**config.mk**
```make
export PLATFORM = sky130hd
export DESIGN_NAME = pipelined_add_sub
export DESIGN_NICKNAME = d
export VERILOG_FILES = /design/src/rtl/add_sub_pkg.sv /design/src/rtl/add_sub_slice.sv /design/src/rtl/pipelined_add_sub.sv
export SDC_FILE = /design/constraint.sdc
export NUM_CORES = 1
export LEC_CHECK = 0
export ABC_CLOCK_PERIOD_IN_PS = 4050
export CAP_MARGIN = 20
export CORE_AREA = 2 2 139 141
export DETAILED_ROUTE_END_ITERATION = 7
export DIE_AREA = 0 0 141 143
export GPL_TIMING_DRIVEN = 0
export PLACE_DENSITY = 0.69
export SYNTH_ARGS = -nofsm -noshare
export SYNTH_HDL_FRONTEND = slang
export SYNTH_SLANG_ARGS = --single-unit
```
**constraint.sdc**
```tcl
create_clock -name i_clk -period 4.05 [get_ports i_clk]
set_input_delay 0.81 -clock i_clk [delete_from_list [all_inputs] [get_ports i_clk]]
set_output_delay 0.81 -clock i_clk [all_outputs]
set_load 0.05 [all_outputs]
```
**src/rtl/add_sub_pkg.sv**
```systemverilog
// Shared types and saturation constants for the pipelined adder/subtractor.
package add_sub_pkg;
  typedef enum logic {OP_ADD = 1'b0, OP_SUB = 1'b1} op_e;

  localparam int MAX_W = 64;

  // Widest representable signed values for a w-bit word; callers truncate to w bits.
  function automatic logic [MAX_W-1:0] sat_max(input int w);
    return (MAX_W'(1) << (w - 1)) - MAX_W'(1);
  endfunction

  function automatic logic [MAX_W-1:0] sat_min(input int w);
    return MAX_W'(1) << (w - 1);
  endfunction
endpackage

```
**src/rtl/add_sub_slice.sv**
```systemverilog
// Combinational ripple adder for one slice; also exposes the carry into its top bit.
module add_sub_slice #(
  parameter int SLICE = 8
) (
  input  logic [SLICE-1:0] a,
  input  logic [SLICE-1:0] b,
  input  logic             cin,
  output logic [SLICE-1:0] sum,
  output logic             cout,
  output logic             cin_msb
);
  always_comb begin
    logic c;
    c       = cin;
    sum     = '0;
    cin_msb = 1'b0;
    for (int i = 0; i < SLICE; i++) begin
      if (i == SLICE - 1) cin_msb = c;
      sum[i] = a[i] ^ b[i] ^ c;
      c      = (a[i] & b[i]) | (c & (a[i] ^ b[i]));
    end
    cout = c;
  end
endmodule

```
**src/rtl/pipelined_add_sub.sv**
```systemverilog
// WIDTH-bit add/sub split into STAGES carry-chained slices, one slice per cycle,
// with a single global stall enable and optional signed saturation on the last stage.
module pipelined_add_sub
  import add_sub_pkg::*;
#(
  parameter int WIDTH  = 32,
  parameter int STAGES = 4
) (
  input  logic             i_clk,
  input  logic             i_rst_n,
  input  logic             i_valid,
  output logic             o_ready,
  input  logic [WIDTH-1:0] i_a,
  input  logic [WIDTH-1:0] i_b,
  input  logic             i_sub,
  input  logic             i_sat,
  output logic             o_valid,
  input  logic             i_ready,
  output logic [WIDTH-1:0] o_result,
  output logic             o_carry,
  output logic             o_ovf,
  output logic             o_zero,
  output logic             o_neg
);
  localparam int SLICE = WIDTH / STAGES;
  localparam logic [WIDTH-1:0] MAX_V = WIDTH'(sat_max(WIDTH));
  localparam logic [WIDTH-1:0] MIN_V = WIDTH'(sat_min(WIDTH));

  op_e  op;
  logic adv;
  logic [STAGES:1] vld_pipe;

  // st_* is the input side of stage k: element 0 from the ports, others registered.
  logic [STAGES-1:0][WIDTH-1:0] st_a, st_b, st_sum, nxt_sum;
  logic [STAGES-1:0]            st_c, st_sat, nxt_c;
  logic                         cin_msb, ovf;
  logic [WIDTH-1:0]             res;

  assign op      = op_e'(i_sub);
  assign adv     = ~o_valid | i_ready;
  assign o_ready = adv;
  assign o_valid = vld_pipe[STAGES];

  assign st_a[0]   = i_a;
  assign st_b[0]   = i_b ^ {WIDTH{op == OP_SUB}};
  assign st_sum[0] = '0;
  assign st_c[0]   = (op == OP_SUB);
  assign st_sat[0] = i_sat;

  for (genvar k = 0; k < STAGES; k++) begin : g_stage
    logic [SLICE-1:0] s;
    logic             co, cm;

    add_sub_slice #(.SLICE(SLICE)) u_slice (
      .a       (st_a[k][k*SLICE +: SLICE]),
      .b       (st_b[k][k*SLICE +: SLICE]),
      .cin     (st_c[k]),
      .sum     (s),
      .cout    (co),
      .cin_msb (cm)
    );

    always_comb begin
      nxt_sum[k]                  = st_sum[k];
      nxt_sum[k][k*SLICE +: SLICE] = s;
    end
    assign nxt_c[k] = co;

    if (k == STAGES - 1) begin : g_last
      assign cin_msb = cm;
    end
  end

  // On overflow the sign of A equals the sign of effective B, so A alone picks the clamp side.
  assign ovf = nxt_c[STAGES-1] ^ cin_msb;
  assign res = (st_sat[STAGES-1] & ovf) ? (st_a[STAGES-1][WIDTH-1] ? MIN_V : MAX_V)
                                        : nxt_sum[STAGES-1];

  always_ff @(posedge i_clk or negedge i_rst_n) begin
    if (!i_rst_n) begin
      vld_pipe <= '0;
      for (int k = 1; k < STAGES; k++) begin
        st_a[k]   <= '0;
        st_b[k]   <= '0;
        st_sum[k] <= '0;
        st_c[k]   <= 1'b0;
        st_sat[k] <= 1'b0;
      end
      o_result <= '0;
      o_carry  <= 1'b0;
      o_ovf    <= 1'b0;
      o_zero   <= 1'b0;
      o_neg    <= 1'b0;
    end else if (adv) begin
      vld_pipe[1] <= i_valid;
      for (int k = 2; k <= STAGES; k++) vld_pipe[k] <= vld_pipe[k-1];
      for (int k = 1; k < STAGES; k++) begin
        st_a[k]   <= st_a[k-1];
        st_b[k]   <= st_b[k-1];
        st_sum[k] <= nxt_sum[k-1];
        st_c[k]   <= nxt_c[k-1];
        st_sat[k] <= st_sat[k-1];
      end
      o_result <= res;
      o_carry  <= nxt_c[STAGES-1];
      o_ovf    <= ovf;
      o_zero   <= (res == '0);
      o_neg    <= res[WIDTH-1];
    end
  end
endmodule

```
Word level (Yosys, flattened, before mapping)
Cells that the tools add are included.
Cells by class
  multiplexer cells: 2
  bitwise logic cells: 165
  reduce and logical (&&, ||, !) cells: 1
Operator list (count)
  AND 1 bit: 65
  bitwise XOR 1 bit: 65
  two-way mux 32 bit: 2
  OR 1 bit: 33
  zero test 32 bit: 1
  bitwise XOR 32 bit: 1
  inverter 1 bit: 1
Storage, ports and cells
  register bits: 286
  input bits: 70
  output and inout port bits: 38
  word-level logic and storage cells: 185

Longest topological paths before layout
  depth after elaboration: 21
  depth in mapped cells: 15
  gate-level depth less buffers: 13

Modules after synthesis
From an unflattened synthesis, not the netlist that was laid out.
Second synthesis, totals
  cell total of the unflattened synthesis: 905
  area, all modules: 8529.4 um^2
Modules (own cells, without submodules)
  pipelined_add_sub: instances 1, cells an instance 833, area each 7738.7 um^2, sequential area each 4729.5 um^2
  add_sub_slice: instances 4, cells an instance 18, area each 197.7 um^2, sequential area each 0.0 um^2

Worst setup path after synthesis
OpenSTA, ideal clock, no wires.
  kind: input to register
  start: input i_sub
  end: register st_sum, in the netlist nxt_sum[39]
  library setup time: 0.117 ns
  arrival time: 4.288 ns
  data required time: 3.933 ns
  setup slack: -0.354 ns
  stages: 14
  buffers on the path: 2
  cells stage by stage: clkbuf_1 buf_2 xor2_1 fa_1 inv_1 fa_1 fa_1 fa_1 fa_1 fa_1 inv_1 fa_1 nand2_1 nand2_1
Between the ends
  longest elaborated chain between the ends: 17
  elaborated cells between the ends (all ways): 31
  classes of those cells: 31 x bitwise
RTL lines
  start: declaration: line pipelined_add_sub.sv:15  | input logic i_sub,
  bitwise XOR 32 bit: line pipelined_add_sub.sv:45  | assign st_b[0] = i_b ^ {WIDTH{op == OP_SUB}};
  bitwise XOR 1 bit: line add_sub_slice.sv:20  | c = (a[i] & b[i]) | (c & (a[i] ^ b[i]));
  AND 1 bit: line add_sub_slice.sv:20
  OR 1 bit: line add_sub_slice.sv:20
  AND 1 bit: line add_sub_slice.sv:20
  OR 1 bit: line add_sub_slice.sv:20
  AND 1 bit: line add_sub_slice.sv:20
  OR 1 bit: line add_sub_slice.sv:20
  [... 2 more ...]
  AND 1 bit: line add_sub_slice.sv:20
  OR 1 bit: line add_sub_slice.sv:20
  AND 1 bit: line add_sub_slice.sv:20
  OR 1 bit: line add_sub_slice.sv:20
  AND 1 bit: line add_sub_slice.sv:20
  OR 1 bit: line add_sub_slice.sv:20
  bitwise XOR 1 bit (*): line add_sub_slice.sv:19  | sum[i] = a[i] ^ b[i] ^ c;
  net g_stage[0].s[7]: line pipelined_add_sub.sv:51  | logic [SLICE-1:0] s;
  end signal: indexed assignment: line pipelined_add_sub.sv:100  | st_sum[k] <= nxt_sum[k-1];
  end: declaration: line pipelined_add_sub.sv:34  | logic [STAGES-1:0][WIDTH-1:0] st_a, st_b, st_sum, nxt_sum;
The timed path passes the listed nets; every way through them passes the cells marked *.
A chain may end at the register's enable or synchronous reset.

Final worst setup path
  start: register st_c[3]
  end: register o_result[14]
Between the ends
  longest elaborated chain between the ends: 19
RTL lines
  start: declaration: line pipelined_add_sub.sv:35  | logic [STAGES-1:0] st_c, st_sat, nxt_c;
  start signal: indexed assignment: line pipelined_add_sub.sv:101  | st_c[k] <= nxt_c[k-1];
  AND 1 bit (*): line add_sub_slice.sv:20
  OR 1 bit (*): line add_sub_slice.sv:20
  AND 1 bit (*): line add_sub_slice.sv:20
  OR 1 bit (*): line add_sub_slice.sv:20
  AND 1 bit (*): line add_sub_slice.sv:20
  OR 1 bit (*): line add_sub_slice.sv:20
  AND 1 bit (*): line add_sub_slice.sv:20
  OR 1 bit (*): line add_sub_slice.sv:20
  [... 3 more ...]
  OR 1 bit (*): line add_sub_slice.sv:20
  AND 1 bit (*): line add_sub_slice.sv:20
  OR 1 bit (*): line add_sub_slice.sv:20
  AND 1 bit: line add_sub_slice.sv:20
  OR 1 bit: line add_sub_slice.sv:20
  bitwise XOR 1 bit (*): line pipelined_add_sub.sv:75  | assign ovf = nxt_c[STAGES-1] ^ cin_msb;
  AND 1 bit (*): line pipelined_add_sub.sv:76  | assign res = (st_sat[STAGES-1] & ovf) ? (st_a[STAGES-1][WIDTH-1] ? MIN_V : MAX_V)
  two-way mux 32 bit (*): line pipelined_add_sub.sv:76
  end signal: assignment: line pipelined_add_sub.sv:104  | o_result <= res;
  end: declaration: line pipelined_add_sub.sv:19  | output logic [WIDTH-1:0] o_result,
Mark *: on every way between the ends. The rest lies on a longest branch, timed or not.

==> impl_metrics.toml <==
[finish]
register_area_um2 = 4730
final_cell_mix = "379 x nand2_1, 189 x dfrtp_1, 104 x clkdlybuf4s50_1"
drive_gt1_share_pct = 10.88
multiInputGateArea_um2 = 3223
final_cells = 1245
final_common_cell = "nand2_1"
n_fill_cell = 1685
area_growth_pct = 27.28
fin_nets = 1099
diodes = 0

[cts]
cts.path.max_buffers = 2
numClockSinks = 189
cts.clk_slew.worst_paths_ps = 70
h-tree-depth = 4
clk_latency_ps = 440
root_buffer = "clkbuf_16"
cts_made_buffers = 17
cts_tree = "done"
hold_buffers = 0

[logic_synthesis]
synthCells = 866
ys_types = 29
netlist_area_um2 = 8232
synthesis.nets = 967
syn_avg_cell_area_um2 = 9.505
yosysSeqAreaShare_pct = 57.46
synth-seq-cells = 189
yosysWarnings = 0

[outcome]
status = "finished clean"

[setup_path]
crit_family = "adder cells"
cp_cell_sequence = "fa_2 > fa_2 > fa_2 > fa_2 > fa_2 > inv_2 > fa_2 > fa_2 > fa_2 > xor2_2 > nand2_2 > buf_6 > buf_6 > a21oi_1 > o21ai_1"
cp_max_fo = 10
r2r_end = "o_result[14]$_DFFE_PN0P_"
path_buf_inv = 3
end_kind = "flip-flop"
required_ps = 4350
cp-start-kind = "flip-flop"
path_class = "reg -> reg"
slowest_delay_ps = 400
cpMostUsedCell = "fa_2"
r2r_start = "st_c[3]$_DFFE_PN0P_"
cp_slowest_cell = "dfrtp_1"
cp.arrival_ps = 4280
r2r_slack_ps = 80
ff2ff_path_depth = 15

[timing]
finalClockSkew_ps = 8.438
slew_violations = 0
hold_viol_final = 0
fin_crit_ps = 3972
max_slew.worst_pin.slew_ps = 741.7
max_freq_mhz = 251.8
fin_tns_setup_ps = 0
setup_viol = 0
min_period_over_period_pct = 98.06
slew_headroom_pct = 50.55
rsz0062_at_grt = "yes"

[drt]
drt_iter0_markers = 392
vias = 6133
avgViaCountPerCell = 4.926
first_pass_iters = 5
ant_nets = 0
routedWlPerCell_um = 15.62
drc_errors = 0
finalWirelength_mm = 19.45

[floorplan]
core.rowCount = 50
die_width_um = 141
die_h_um = 143
die-area_um2 = 20160
core_area_um2 = 18580
ioPinCount = 108
start_util_pct = 44.30

[grt]
grt_start_max_net_pins = 99
grt_pass1_wl_mm = 31.72
grt_overflow = 0
grt_usage_pct = 20.52
grt_pass1_vias = 6165
antenna_found_initial = 0

[power_and_ir_drop]
peakVddDrop_v = 0.0004491
powerDensity_nw_per_um2 = 888.7
power_leakage_nw = 4.929

[placed_design]
place.gp.congestion = 0.8385
numPortBuffers = 106
dp.cells = 1207
hpwl_mm = 13.99

[worst_hold_path]
hold_path_class = "in -> async"

[run]
drv_cap = 0
## Yosys cell counts
cell type	n	area, um2
o21ai_0	50	250.2
mux2_2	1	11.26
nor2_1	18	67.56
and2b_1	1	7.510
nand4_1	1	6.260
dfrtp_1	189	4730
a21o_1	1	7.510
o21ai_1	21	105.1
nand2_1	380	1426
a211oi_1	1	7.510
inv_1	29	108.9
nor3_4	1	16.27
or4_1	1	7.510
nand2b_1	1	6.260
xnor2_2	1	16.27
fa_1	31	620.6
o21ai_2	2	17.52
xnor2_1	28	245.2
buf_4	3	22.52
buf_2	30	150.1
nor3_1	1	5.000
a21oi_1	42	210.2
inv_2	1	3.750
nand3_1	2	10.01
nor4_1	6	37.54
buf_6	2	22.52
clkbuf_1	16	60.06
xor2_1	5	43.79
and4_1	1	8.760
## area by class of cell
| cell class | instances | share of cell area (%) |
|---|---|---|
| sequential | 189 | 45.14 |
| clock inverter | 11 | 2.006 |
| clock buffer | 21 | 4.586 |
| tap | 234 | 2.794 |
| buffer | 51 | 2.663 |
| multi-input combinational | 596 | 30.76 |
| inverter | 30 | 1.075 |
| timing repair buffer | 113 | 10.97 |
## per-layer routing
layer	vias to the layer above	global-route usage [%]	wire [um]
met3	29	3.119	824
met4	0	8.158	509
met1	2978	27.71	8610
met5	-	0	0
li1	2956	-	-
met2	170	33.71	9501
## worst register-to-register path: stages (launching register included)
cell,delay (ps)
dfrtp_1,400
fa_2,400
fa_2,350
fa_2,350
fa_2,360
fa_2,350
inv_2,70
fa_2,210
fa_2,220
fa_2,280
xor2_2,200
nand2_2,110
buf_6,150
buf_6,150
a21oi_1,170
o21ai_1,80
## cells by family after synthesis
| logic type | after synthesis | share of synthesized area (%) |
|---|---|---|
| AOI/OAI and AO/OA | 117 | 7.266 |
| xor gates and xnor gates | 34 | 3.709 |
| adders and majority gates | 31 | 7.539 |
| buffers and inverters | 81 | 4.469 |
| DFF | 189 | 57.46 |
| muxes | 1 | 0.1368 |
| and+or+nand+nor | 413 | 19.43 |
## stage by stage
step / cell area, um2 / hold slack [ps] / total power, mW / worst slack, ps / utilization [%]
after detailed placement: 9635 / 452.7 / 7.123 / -376.8 / 51.86
after global placement: 9603 / 445.9 / 7.011 / -5571 / 51.68
after floorplan: 8249 / 430.0 / 5.737 / 8.833 / -
after CTS: 10390 / 429.5 / 9.156 / -6.267 / 55.89
final: 10480 / 390.4 / 9.312 / 78.47 / 56.39
after global routing: 10480 / 449.2 / 9.934 / -44.09 / 56.39
## flip-flops by register name, summed over array words and instances, names as in the netlist
signal,count
o_ovf,1
o_result,32
o_zero,1
nxt_sum,48
st_c,3
st_b,48
st_a,48
st_sat,3
o_carry,1
vld_pipe,4
## report_power, final
group          internal (mW)  switching (mW)
clock network           1.22           0.715
registers               2.74           0.549
logic                   1.57            2.52
## how the worst max path moves through the flow
stage	from	endpoint	slack, ps	cells past startpoint
3_3_place_gp	i_rst_n	o_result[2]$_DFFE_PN0P_	-5570	1
5_1_grt	st_c[3]$_DFFE_PN0P_	o_result[19]$_DFFE_PN0P_	-40	15
4_1_cts	st_c[3]$_DFFE_PN0P_	o_result[11]$_DFFE_PN0P_	-6	15
2_1_floorplan	i_sub	nxt_sum[39]$_DFFE_PN0P_	9	14
6_report	st_c[3]$_DFFE_PN0P_	o_result[14]$_DFFE_PN0P_	80	15
3_5_place_dp	st_c[3]$_DFFE_PN0P_	o_result[15]$_DFFE_PN0P_	-380	15
## timing repair
action | CTS | global route
hold endpoints to repair | 0 | 0
endpoints found under the setup margin | 34 | 29
resized for setup | 12 | 18
pin swaps | 4 | 8
setup buffers | 4 | 2
Note: power is estimated with default switching activity, not from simulation.
